[src/rtl/mem_stage.sv]
`default_nettype none
// ============================================================================
//  Module      : mem_stage
//  Description : Pipeline memory stage. Issues lw/sw accesses to a
//                variable-latency data memory with a req/ready handshake,
//                holds the X/M latch while an access is outstanding, and
//                owns the M/W pipeline registers feeding writeback.
//  Revision    : 1.0 - initial release
// ============================================================================
module mem_stage #(
    parameter int ADDR_W = 12,
    parameter int CNT_W  = 16
) (
    input  logic              clock,
    input  logic              reset,
    input  logic              valid_xm,
    input  logic [17:0]       flags_xm,
    input  logic [31:0]       exec_out_xm,
    input  logic [31:0]       store_data_xm,
    input  logic [4:0]        rd_xm,
    input  logic [26:0]       target_xm,
    input  logic              exception_xm,
    input  logic              flush,
    input  logic [31:0]       dmem_rdata,
    input  logic              dmem_ready,
    output logic              dmem_req,
    output logic              dmem_wren,
    output logic [ADDR_W-1:0] dmem_addr,
    output logic [31:0]       dmem_wdata,
    output logic              stall_xm,
    output logic              valid_mw,
    output logic [17:0]       flags_mw,
    output logic [31:0]       exec_out_mw,
    output logic [31:0]       mem_out_mw,
    output logic [4:0]        rd_mw,
    output logic [26:0]       target_mw,
    output logic              exception_mw,
    output logic [CNT_W-1:0]  stall_count
);

    localparam logic [1:0]  c_ST_IDLE         = 2'd0;
    localparam logic [1:0]  c_ST_WAIT         = 2'd1;
    localparam logic [1:0]  c_ST_WAIT_FLUSHED = 2'd2;
    localparam logic [17:0] c_SW_BIT          = 18'h00200;
    localparam logic [CNT_W-1:0] c_CNT_ONE    = {{(CNT_W-1){1'b0}}, 1'b1};

    logic [1:0]       r_state;
    logic [1:0]       w_state_next;
    logic             r_valid_mw;
    logic [17:0]      r_flags_mw;
    logic [31:0]      r_exec_out_mw;
    logic [31:0]      r_mem_out_mw;
    logic [4:0]       r_rd_mw;
    logic [26:0]      r_target_mw;
    logic             r_exception_mw;
    logic [CNT_W-1:0] r_stall_count;

    logic w_memop;
    logic w_legal;
    logic w_idle;
    logic w_req;
    logic w_stall;
    logic w_capture;
    logic w_valid_next;
    logic w_illegal;
    logic w_load_done;

    // Decode the X/M instruction and derive handshake / capture conditions
    always_comb begin
        w_memop      = valid_xm & (flags_xm[9] | flags_xm[10]);
        w_legal      = ((exec_out_xm >> ADDR_W) == 32'd0);
        w_idle       = (r_state == c_ST_IDLE);
        // Once a request leaves IDLE it is held until the memory accepts it
        w_req        = (w_idle & w_memop & w_legal) | !w_idle;
        w_stall      = w_req & !dmem_ready;
        // A real instruction reaches M/W only from IDLE without stalling, or
        // on the completing cycle of a non-flushed wait
        w_capture    = (w_idle & !w_stall) | ((r_state == c_ST_WAIT) & dmem_ready);
        w_valid_next = w_capture & valid_xm & !flush;
        w_illegal    = w_memop & !w_legal;
        w_load_done  = w_req & dmem_ready & flags_xm[10];
    end

    // Next-state selection for the access FSM
    always_comb begin
        w_state_next = c_ST_IDLE;
        case (r_state)
            c_ST_IDLE: begin
                if (w_stall)
                    w_state_next = flush ? c_ST_WAIT_FLUSHED : c_ST_WAIT;
            end
            c_ST_WAIT: begin
                if (!dmem_ready)
                    w_state_next = flush ? c_ST_WAIT_FLUSHED : c_ST_WAIT;
            end
            c_ST_WAIT_FLUSHED: begin
                if (!dmem_ready)
                    w_state_next = c_ST_WAIT_FLUSHED;
            end
            default: w_state_next = c_ST_IDLE;
        endcase
    end

    // FSM state, M/W pipeline registers and saturating stall counter
    always_ff @(posedge clock or posedge reset) begin
        if (reset) begin
            r_state        <= c_ST_IDLE;
            r_valid_mw     <= 1'b0;
            r_flags_mw     <= 18'd0;
            r_exec_out_mw  <= 32'd0;
            r_mem_out_mw   <= 32'd0;
            r_rd_mw        <= 5'd0;
            r_target_mw    <= 27'd0;
            r_exception_mw <= 1'b0;
            r_stall_count  <= '0;
        end else begin
            r_state <= w_state_next;
            if (w_capture) begin
                r_valid_mw     <= w_valid_next;
                // Illegal stores lose their sw flag so writeback never commits them
                r_flags_mw     <= w_valid_next ?
                                  (flags_xm & ~(w_illegal ? c_SW_BIT : 18'd0)) : 18'd0;
                r_exec_out_mw  <= exec_out_xm;
                r_mem_out_mw   <= (w_valid_next & w_load_done) ? dmem_rdata : 32'd0;
                r_rd_mw        <= rd_xm;
                r_target_mw    <= target_xm;
                r_exception_mw <= w_valid_next & (exception_xm | w_illegal);
            end else begin
                r_valid_mw     <= 1'b0;
                r_flags_mw     <= 18'd0;
                r_exec_out_mw  <= 32'd0;
                r_mem_out_mw   <= 32'd0;
                r_rd_mw        <= 5'd0;
                r_target_mw    <= 27'd0;
                r_exception_mw <= 1'b0;
            end
            if (w_stall && (r_stall_count != {CNT_W{1'b1}}))
                r_stall_count <= r_stall_count + c_CNT_ONE;
        end
    end

    assign dmem_req     = w_req;
    assign dmem_wren    = w_req & flags_xm[9];
    assign dmem_addr    = exec_out_xm[ADDR_W-1:0];
    assign dmem_wdata   = store_data_xm;
    assign stall_xm     = w_stall;
    assign valid_mw     = r_valid_mw;
    assign flags_mw     = r_flags_mw;
    assign exec_out_mw  = r_exec_out_mw;
    assign mem_out_mw   = r_mem_out_mw;
    assign rd_mw        = r_rd_mw;
    assign target_mw    = r_target_mw;
    assign exception_mw = r_exception_mw;
    assign stall_count  = r_stall_count;

endmodule
`default_nettype wire

[config.mk]
export PLATFORM = sky130hd
export DESIGN_NAME = mem_stage
export DESIGN_NICKNAME = d
export VERILOG_FILES = /design/src/rtl/mem_stage.sv
export SDC_FILE = /design/constraint.sdc
export NUM_CORES = 1
export LEC_CHECK = 0
export CORE_AREA = 2 2 127 129
export DETAILED_ROUTE_END_ITERATION = 7
export DIE_AREA = 0 0 129 131
export GPL_ROUTABILITY_DRIVEN = 0
export PLACE_DENSITY_LB_ADDON = 0.2
export SKIP_LAST_GASP = 1
export SLEW_MARGIN = 10
export SYNTH_ARGS = -nofsm -noshare
export SYNTH_HDL_FRONTEND = slang
export SYNTH_SLANG_ARGS = --single-unit
export TNS_END_PERCENT = 10
[constraint.sdc]
create_clock -name clock -period 5.5 [get_ports clock]
set_clock_uncertainty 0.2 [all_clocks]
set_input_delay 1.65 -clock clock [delete_from_list [all_inputs] [get_ports clock]]
set_output_delay 1.65 -clock clock [all_outputs]
set_load 0.02 [all_outputs]
==> results.yml <==
pwr:
  leakagePower_nw: 3.58
  peakVddDrop_mv: 0.185
  pwr_density_cell_nw_per_um2: 287
  total_power_mw: 2.37
setup_path:
  crit_path_max_fanout: 3
  r2r_slack_ns: 3.38
  crit_type: "in2out"
  crit_path_start: "exec_out_xm[27]"
  crit_chain: "clkdlybuf4s50_1, nor4_4, buf_4, nand3_2, o31ai_4, clkdlybuf4s50_1"
  cp_data_arrival_time_ns: 3.71
  crit_required_ns: 3.65
  r2r-start: "r_state[1]"
  crit_path_start_kind: "primary input"
  slowest_stage: "clkdlybuf4s50_1"
  r2r-end: "flags_mw[9]"
  crit_top_cell: "clkdlybuf4s50_1"
  endpoint_kind: "primary output"
  r2r_cells: 5
  crit_end: "dmem_req"
  critPathMaxStageDelay_ns: 0.65
place:
  portBuffers: 266
  dpl.hpwl_um: 10800
  dpl-instance-area_um2: 7650
die:
  die-area_um2: 16900
  chipWidth_um: 129
  initial_core_util_pct: 32.1
  coreArea_um2: 15600
  die-height_um: 131
  num_io_pins: 331
  rows: 46
timing:
  hold_viol: 0
  tightest_slew_ns: 0.891
  fmax_mhz: 180
  min_period_over_period_pct: 101
  slew_headroom_pct: 40.6
  rsz0062_at_grt: "true"
  finalSetupViolCount: 1
  worst_slack_ns: -0.0586
  period_minus_slack_ns: 5.56
  slew_viol_final: 0
drt:
  drtIter0Drc: 123
  drt_pass1_iterations: 4
  wl_per_cell_um: 16.7
  via_count: 3685
  route.detailed.drc: 0
  totalWireLength_um: 14400
  ant_nets: 0
  vias_per_cell: 4.28
global_routing:
  grt_pass1_vias: 3834
  antenna_found_initial: 0
  grt.overflow.total: 0
  grt_max_degree: 102
  track_usage_pct: 17.2
  grt_pass1_wl_um: 21600
clocking:
  clkSinkCount: 134
  htreeDepth: 4
  insertion_delay_ns: 0.41
  cts_buffers: 17
  clockBufferDepth: 2
  cts_tree: "done"
  root_buffer: "clkbuf_16"
  clk_pin_slew_ns: 0.06
final_layout:
  antenna_cells: 0
  syn2layout_area_growth_pct: 64.3
  stdcell_area_um2: 8240
  nets: 784
  drive_gt1_share_pct: 7.61
  utilization_pct: 52.8
yosys:
  synth_top_area_share_pct: 66.9
  syn-cell-area_um2: 5010
  synthArstFlopShare_pct: 100
  ys_top_cells_by_count: "dfrtp_1, and2_1, buf_4"
  netlist_instances: 393
  synth_edf_count: 0
  yosys_most_used_dff: "dfrtp_1"
  syn_area_per_cell_um2: 12.8
  synthesis.nets: 546
  synth.most_common_cell: "dfrtp_1"
  yosysTopAreaCell: "dfrtp_1"
  ys_warn_count: 0
  netlist-cell-type-count: 34
  ys_ff_latch: 134
  netlist_top_cells_area: "dfrtp_1, and2_1, buf_4, nand4_1, xor2_1"
  yosysSeqAreaShare_pct: 66.9
outcome:
  violations: "negative setup slack"
  status: "complete, but fails checks"
job:
  maxCapViolations: 0
worst_hold_path:
  hold_class: "reg2reg"
-- what timing repair did --
item,in CTS,in global routing
resized for setup,4,1
buffers inserted,0,0
endpoints found under the setup margin,3,3
hold buffers,0,0
-- cell type report --
cell class	count	area [um2]
clock buffers	22	474
fillers	1381	7360
multi-input cells	198	1280
inverters	4	20.0
well taps	216	270
flip-flops and latches	134	3350
repair buffers	276	2740
clock inverters	10	96.3
-- critical path, delay by kind of cell --
kind	cells	cell delay (ns)
buf+inv	3	1.28
simple gates	2	0.45
compound gates	1	0.31
-- stage by stage --
stage          setup slack (ns)  cells  setup TNS [ns]  hold WS [ns]
4_1_cts                  -0.211    860          -0.319         0.300
3_3_place_gp             -0.457    828           -1.25         0.278
2_1_floorplan            0.0672    393               0         0.333
6_report                -0.0586    860         -0.0586         0.296
3_5_place_dp             -0.458    828           -1.25         0.285
5_1_grt                  -0.158    860          -0.164         0.315
-- metal layers --
| metal | vias up | track usage (%) | routed length (um) |
|---|---|---|---|
| met5 | - | 0 | 0 |
| met4 | 0 | 10.5 | 605 |
| met3 | 53 | 5.50 | 1170 |
| met2 | 175 | 30.5 | 7580 |
| met1 | 1757 | 17.8 | 5030 |
| li1 | 1700 | - | - |
-- state kept, by name (all words and copies together) (netlist names), 2 cells and up --
name	cells
flags_mw	18
exec_out_mw	32
target_mw	27
mem_out_mw	32
stall_count	16
rd_mw	5
r_state	2
-- power breakdown --
| part | switching (mW) | internal, mW | total, mW | leakage (nW) |
|---|---|---|---|---|
| clock network | 0.424 | 0.658 | 1.08 | 0.269 |
| registers | 0.00838 | 1.02 | 1.02 | 1.71 |
| logic | 0.110 | 0.149 | 0.259 | 1.60 |
| total | 0.542 | 1.82 | 2.37 | 3.58 |
-- cell families (layout without fill, tap and decap cells) --
kind of cell / Yosys count / count (layout) / share of synthesized area [%]
and+or+nand+nor: 168 / 168 / 20.2
DFF: 134 / 134 / 66.9
buffers and inverters: 61 / 312 / 8.04
AOI/OAI and AO/OA: 17 / 17 / 2.40
xor gates and xnor gates: 9 / 9 / 1.57
muxes: 3 / 3 / 0.674
adders and majority gates: 1 / 1 / 0.250
-- cells in the final DEF, fill, tap and decap left out, drive strengths merged, types with 6 or more instances in the layout --
cell type      instances
nor4                   6
clkdlybuf4s50        264
a21oi                  7
clkbuf                22
buf                   10
dfrtp                134
and2                 114
nor2                  10
nand2                  6
nand4                  9
-- worst min path at each step --
stage / start / to / slack, ns / depth (start not counted)
after global placement: stall_count[12] / stall_count[12] / 0.28 / 1
after CTS: stall_count[12] / stall_count[12] / 0.30 / 1
after detailed placement: stall_count[12] / stall_count[12] / 0.29 / 1
after global routing: stall_count[12] / stall_count[12] / 0.32 / 1
after floorplan: r_state[0] / r_state[0] / 0.33 / 1
final: stall_count[8] / stall_count[8] / 0.30 / 1
Note: power is estimated with default switching activity, not from simulation.
